## src/rtl/mod_op_sequencer_if.sv

```systemverilog
// Handshake bundle between requester, sequencer,
// serial add/sub core and response consumer.
interface mod_op_sequencer_if;
  logic       cmd_valid;
  logic       cmd_op;
  logic       cmd_ready;
  logic       madd_en;
  logic       msub_en;
  logic       count_en;
  logic [3:0] count;
  logic       result_rdy;
  logic       result_flag;
  logic       rsp_valid;
  logic       rsp_ready;
  logic       rsp_flag;
  logic       rsp_err;
  logic       busy;

  modport slave (
    input  cmd_valid, cmd_op, count_en,
    input  result_rdy, result_flag, rsp_ready,
    output cmd_ready, madd_en, msub_en, count,
    output rsp_valid, rsp_flag, rsp_err, busy
  );

  modport master (
    output cmd_valid, cmd_op, count_en,
    output result_rdy, result_flag, rsp_ready,
    input  cmd_ready, madd_en, msub_en, count,
    input  rsp_valid, rsp_flag, rsp_err, busy
  );
endinterface

```

## src/rtl/mod_op_sequencer.sv

```systemverilog
// Sequences one modular add/sub through a serial core:
// issue a start pulse, wait for done or timeout, respond.
module mod_op_sequencer #(
  parameter int TIMEOUT = 40
) (
  input logic clk,
  input logic rst,
  mod_op_sequencer_if.slave bus
);

  typedef enum logic [1:0] {
    S_IDLE,
    S_ISSUE,
    S_WAIT,
    S_RESP
  } state_t;

  localparam logic [5:0] LP_LAST = 6'(TIMEOUT - 1);

  state_t     r_state;
  state_t     w_next;
  logic       r_op;
  logic [3:0] r_count;
  logic [5:0] r_wcnt;
  logic       r_flag;
  logic       r_err;
  logic       w_accept;
  logic       w_cap;
  logic       w_expire;

  assign w_accept = (r_state == S_IDLE) & bus.cmd_valid;
  assign w_expire = (r_wcnt == LP_LAST);

  always_comb begin
    w_next = r_state;
    w_cap  = 1'b0;
    case (r_state)
      S_IDLE:  if (bus.cmd_valid) w_next = S_ISSUE;
      S_ISSUE: w_next = S_WAIT;
      S_WAIT: begin
        if (bus.result_rdy | w_expire) begin
          w_next = S_RESP;
          w_cap  = 1'b1;
        end
      end
      S_RESP:  if (bus.rsp_ready) w_next = S_IDLE;
      default: w_next = S_IDLE;
    endcase
  end

  always_ff @(posedge clk or posedge rst) begin
    if (rst) begin
      r_state <= S_IDLE;
      r_op    <= 1'b0;
      r_count <= 4'd0;
      r_wcnt  <= 6'd0;
      r_flag  <= 1'b0;
      r_err   <= 1'b0;
    end else begin
      r_state <= w_next;
      if (w_accept) r_op <= bus.cmd_op;
      // Start of a new op restarts digit indexing.
      if (r_state == S_ISSUE)
        r_count <= 4'd0;
      else if (bus.count_en)
        r_count <= r_count + 4'd1;
      if (r_state == S_ISSUE)
        r_wcnt <= 6'd0;
      else if (r_state == S_WAIT)
        r_wcnt <= r_wcnt + 6'd1;
      // Done on the expiry cycle still counts as success.
      if (w_cap) begin
        r_flag <= bus.result_rdy & bus.result_flag;
        r_err  <= ~bus.result_rdy;
      end
    end
  end

  assign bus.cmd_ready = (r_state == S_IDLE);
  assign bus.madd_en   = (r_state == S_ISSUE) & ~r_op;
  assign bus.msub_en   = (r_state == S_ISSUE) & r_op;
  assign bus.count     = r_count;
  assign bus.rsp_valid = (r_state == S_RESP);
  assign bus.rsp_flag  = r_flag;
  assign bus.rsp_err   = r_err;
  assign bus.busy      = (r_state != S_IDLE);

endmodule

```

## src/flat_wrapper.sv

```systemverilog
// flat-port wrapper written by rule: the top's interface ports become plain ports
module mod_op_sequencer_flat 
#(
  parameter int TIMEOUT = 40
)
  (clk, rst, bus_cmd_valid, bus_cmd_op, bus_count_en, bus_result_rdy, bus_result_flag, bus_rsp_ready, bus_cmd_ready, bus_madd_en, bus_msub_en, bus_count, bus_rsp_valid, bus_rsp_flag, bus_rsp_err, bus_busy);
  mod_op_sequencer_if bus_i ();
  input logic clk;
  input logic rst;
  input wire logic [$bits(bus_i.cmd_valid)-1:0] bus_cmd_valid;
  input wire logic [$bits(bus_i.cmd_op)-1:0] bus_cmd_op;
  input wire logic [$bits(bus_i.count_en)-1:0] bus_count_en;
  input wire logic [$bits(bus_i.result_rdy)-1:0] bus_result_rdy;
  input wire logic [$bits(bus_i.result_flag)-1:0] bus_result_flag;
  input wire logic [$bits(bus_i.rsp_ready)-1:0] bus_rsp_ready;
  output wire logic [$bits(bus_i.cmd_ready)-1:0] bus_cmd_ready;
  output wire logic [$bits(bus_i.madd_en)-1:0] bus_madd_en;
  output wire logic [$bits(bus_i.msub_en)-1:0] bus_msub_en;
  output wire logic [$bits(bus_i.count)-1:0] bus_count;
  output wire logic [$bits(bus_i.rsp_valid)-1:0] bus_rsp_valid;
  output wire logic [$bits(bus_i.rsp_flag)-1:0] bus_rsp_flag;
  output wire logic [$bits(bus_i.rsp_err)-1:0] bus_rsp_err;
  output wire logic [$bits(bus_i.busy)-1:0] bus_busy;
  assign bus_i.cmd_valid = bus_cmd_valid;
  assign bus_i.cmd_op = bus_cmd_op;
  assign bus_i.count_en = bus_count_en;
  assign bus_i.result_rdy = bus_result_rdy;
  assign bus_i.result_flag = bus_result_flag;
  assign bus_i.rsp_ready = bus_rsp_ready;
  assign bus_cmd_ready = bus_i.cmd_ready;
  assign bus_madd_en = bus_i.madd_en;
  assign bus_msub_en = bus_i.msub_en;
  assign bus_count = bus_i.count;
  assign bus_rsp_valid = bus_i.rsp_valid;
  assign bus_rsp_flag = bus_i.rsp_flag;
  assign bus_rsp_err = bus_i.rsp_err;
  assign bus_busy = bus_i.busy;
  mod_op_sequencer #(.TIMEOUT(TIMEOUT)) u_core (.clk(clk), .rst(rst), .bus(bus_i));
endmodule
```

## config.mk

```make
export PLATFORM = sky130hd
export DESIGN_NAME = mod_op_sequencer_flat
export DESIGN_NICKNAME = d
export VERILOG_FILES = /design/src/rtl/mod_op_sequencer_if.sv /design/src/rtl/mod_op_sequencer.sv /design/src/flat_wrapper.sv
export SDC_FILE = /design/constraint.sdc
export NUM_CORES = 1
export LEC_CHECK = 0
export BUFFER_PORTS_ARGS = -buffer_cell sky130_fd_sc_hd__buf_2
export CORE_MARGIN = 5
export CORE_UTILIZATION = 50
export DETAILED_ROUTE_END_ITERATION = 10
export PLACE_DENSITY = 0.81
export SYNTH_ARGS = -nofsm -noshare
export SYNTH_HDL_FRONTEND = slang
export SYNTH_SLANG_ARGS = --single-unit
```

## constraint.sdc

```tcl
create_clock -name clk -period 1.6 [get_ports clk]
set_input_delay 0.32 -clock clk [delete_from_list [all_inputs] [get_ports clk]]
set_output_delay 0.32 -clock clk [all_outputs]
set_load 0.01 [all_outputs]
```

==> out/results.ini <==
[status]
status=finished, final reports clean

[setup_path]
arrival_ns=1.23
worstPathRequired_ns=1.28
r2r_slack_ns=0.11
endpoint_kind=primary output
reg2reg_to=u_core.r_wcnt[5]
startpoint=u_core.r_state[1]
reg2reg_depth=6
endpoint=bus_madd_en
r2r-start=u_core.r_state[0]
path_class=reg2out
cp-start-kind=flop
crit_fanout=4

[drt]
vias=614
drt-total-wl_um=1565
drt_iter0_markers=16
vias_per_cell=5.482
antenna_left=0
drc=0
first_pass_iters=4
drt-wirelength-per-cell_um=13.97

[synth]
ys_types=28
yosys_warnings=0
synth_top_area_share_pct=47.62
syn_avg_cell_area_um2=10.80
synth-seq-cells=15
syn_area_um2=788.3
synth_top_area_cell=dfrtp_1
synthTopCellsByArea=dfrtp_1, ha_1, mux2i_1, inv_1, xor2_1
syn-num-nets=88
netlist_instances=73
yosysSeqAreaShare_pct=47.62

[placement]
io_buffer_count=18
finalWeightedCongestion=0.7929
post-place-ws_ns=0.04920
dp_hpwl_um=1192

[run]
max_cap_viol_count=0

[layout]
layout_commonest_cell=buf_2
final_cell_mix=buf_2, dfrtp_1, inv_1, ha_1
num-fill-cells=133
drive_gt1_share_pct=33.33
diodes=0
fin_nets=112
area_delta_synth_final_pct=19.84

[sta]
min_period_over_period_pct=97.06
drv_slew=0
slew_headroom_pct=63.21
finalSetupViolCount=0
fin_crit_ns=1.553
clock_skew_ns=0.005899
hold_viol_final=0
setup_ws_ns=0.04710
grt_setup_unrepaired=true
fmaxAchievable_mhz=644.0
worstMarginPinSlew_ns=0.5512

[global_routing]
grt_pass1_wl_um=2601
groute.usage.overall_pct=13.72
overflow=0
first_global_vias=601
grt_max_degree=16
antenna_found_initial=0

[pwr]
p_leak_nw=0.4878
finalPower_mw=1.869
power.density_mw_per_mm2=1979
ir_drop_mv=1.127

[clocking]
cts_htree_levels=1
clock_sinks=15
clockBufferDepth=2
clk_latency_ns=0.29
cts_tree=done
numCtsBuffers=3
clkTransAtPathRegs_ns=0.09
root_buffer=clkbuf_4

[die]
die_x_um=49.71
core_mm2=0.001506
die_h_um=49.71
rows=14
initial_core_util_pct=52.33
dieArea_mm2=0.002471
io_pins=19

[hold_path]
hp-class=in2async

-- stage by stage --
step                utilization, %  TNS, ns  hold WS, ns  instances  cell area, um2
CTS                          61.88        0      0.06828        111           932.1
finish                       62.71        0      0.06121        112           944.7
global placement             59.88        0       0.3925        107           902.1
global route                 62.71  -0.1011      0.08214        112           944.7
detailed placement           59.88        0       0.3940        107           902.1
floorplan                        -        0       0.2215         73           788.3
-- routing by layer --
layer	global-route usage, %	part of all wire (%)
met2	21.61	49
met4	3.930	1.3
met5	0	0
met1	16.26	43
met3	6.928	6.6
-- cells in the mapped netlist, drive strengths merged --
cell type / n
o22ai: 2
o21ba: 1
o21ai: 2
inv: 8
o2bb2ai: 1
nand2b: 2
o32a: 1
nand2: 4
xnor2: 2
mux2i: 3
nor2: 6
xor2: 3
nand4: 2
dfrtp: 15
a31oi: 1
a32o: 1
nor2b: 1
nand3: 1
mux2: 2
ha: 7
clkbuf: 1
a21oi: 4
o31ai: 1
and2: 1
nand4b: 1
-- worst min path at each step --
stage,to,cells past startpoint
floorplan,u_core.bus.count[0],1
global placement,u_core.bus.count[0],2
detailed placement,u_core.bus.count[0],2
CTS,u_core.r_wcnt[4],2
global route,u_core.r_wcnt[4],2
finish,u_core.r_wcnt[4],2
-- registers in the layout, summed over array words and instances (netlist names) --
name,flops
u_core.bus.count,4
u_core.bus.rsp_err,1
u_core.bus.rsp_flag,1
u_core.r_op,1
u_core.r_state,2
u_core.r_wcnt,6
-- power by group --
part | internal [mW] | switching (mW) | total (mW)
sequential | 0.537 | 0.155 | 0.692
clock | 0.0930 | 0.122 | 0.215
combinational | 0.439 | 0.523 | 0.962
-- kinds of logic after synthesis --
kind of cell	after synthesis	synth area share [%]
fa+ha+maj	7	11.11
xor+xnor	5	5.557
simple gates	18	12.70
mux	5	6.667
compound gates	14	12.06
buf+inv	9	4.285
flops	15	47.62
-- worst max-delay path: stages (launching register included) --
cell	delay (ns)
dfrtp_1	0.41
inv_2	0.10
ha_2	0.19
nor2b_2	0.13
buf_2	0.12
-- what timing repair did --
action | in CTS | in global routing
setup endpoints to repair | 2 | 6
resized for setup | 2 | 2
setup buffers | 0 | 1
hold buffers | 0 | 0
-- final cells by class --
| cell class | instances | area [um2] | share of cell area (%) |
|---|---|---|---|
| clock buffer | 3 | 22.52 | 2.384 |
| clock inverter | 1 | 5.005 | 0.5298 |
| inverter | 8 | 30.03 | 3.179 |
| multi-input combinational | 49 | 386.6 | 40.93 |
| sequential | 15 | 375.4 | 39.74 |
| tap | 16 | 20.02 | 2.119 |
| timing repair buffer | 20 | 105.1 | 11.13 |
No activity file was read; power rests on OpenSTA's default activity.
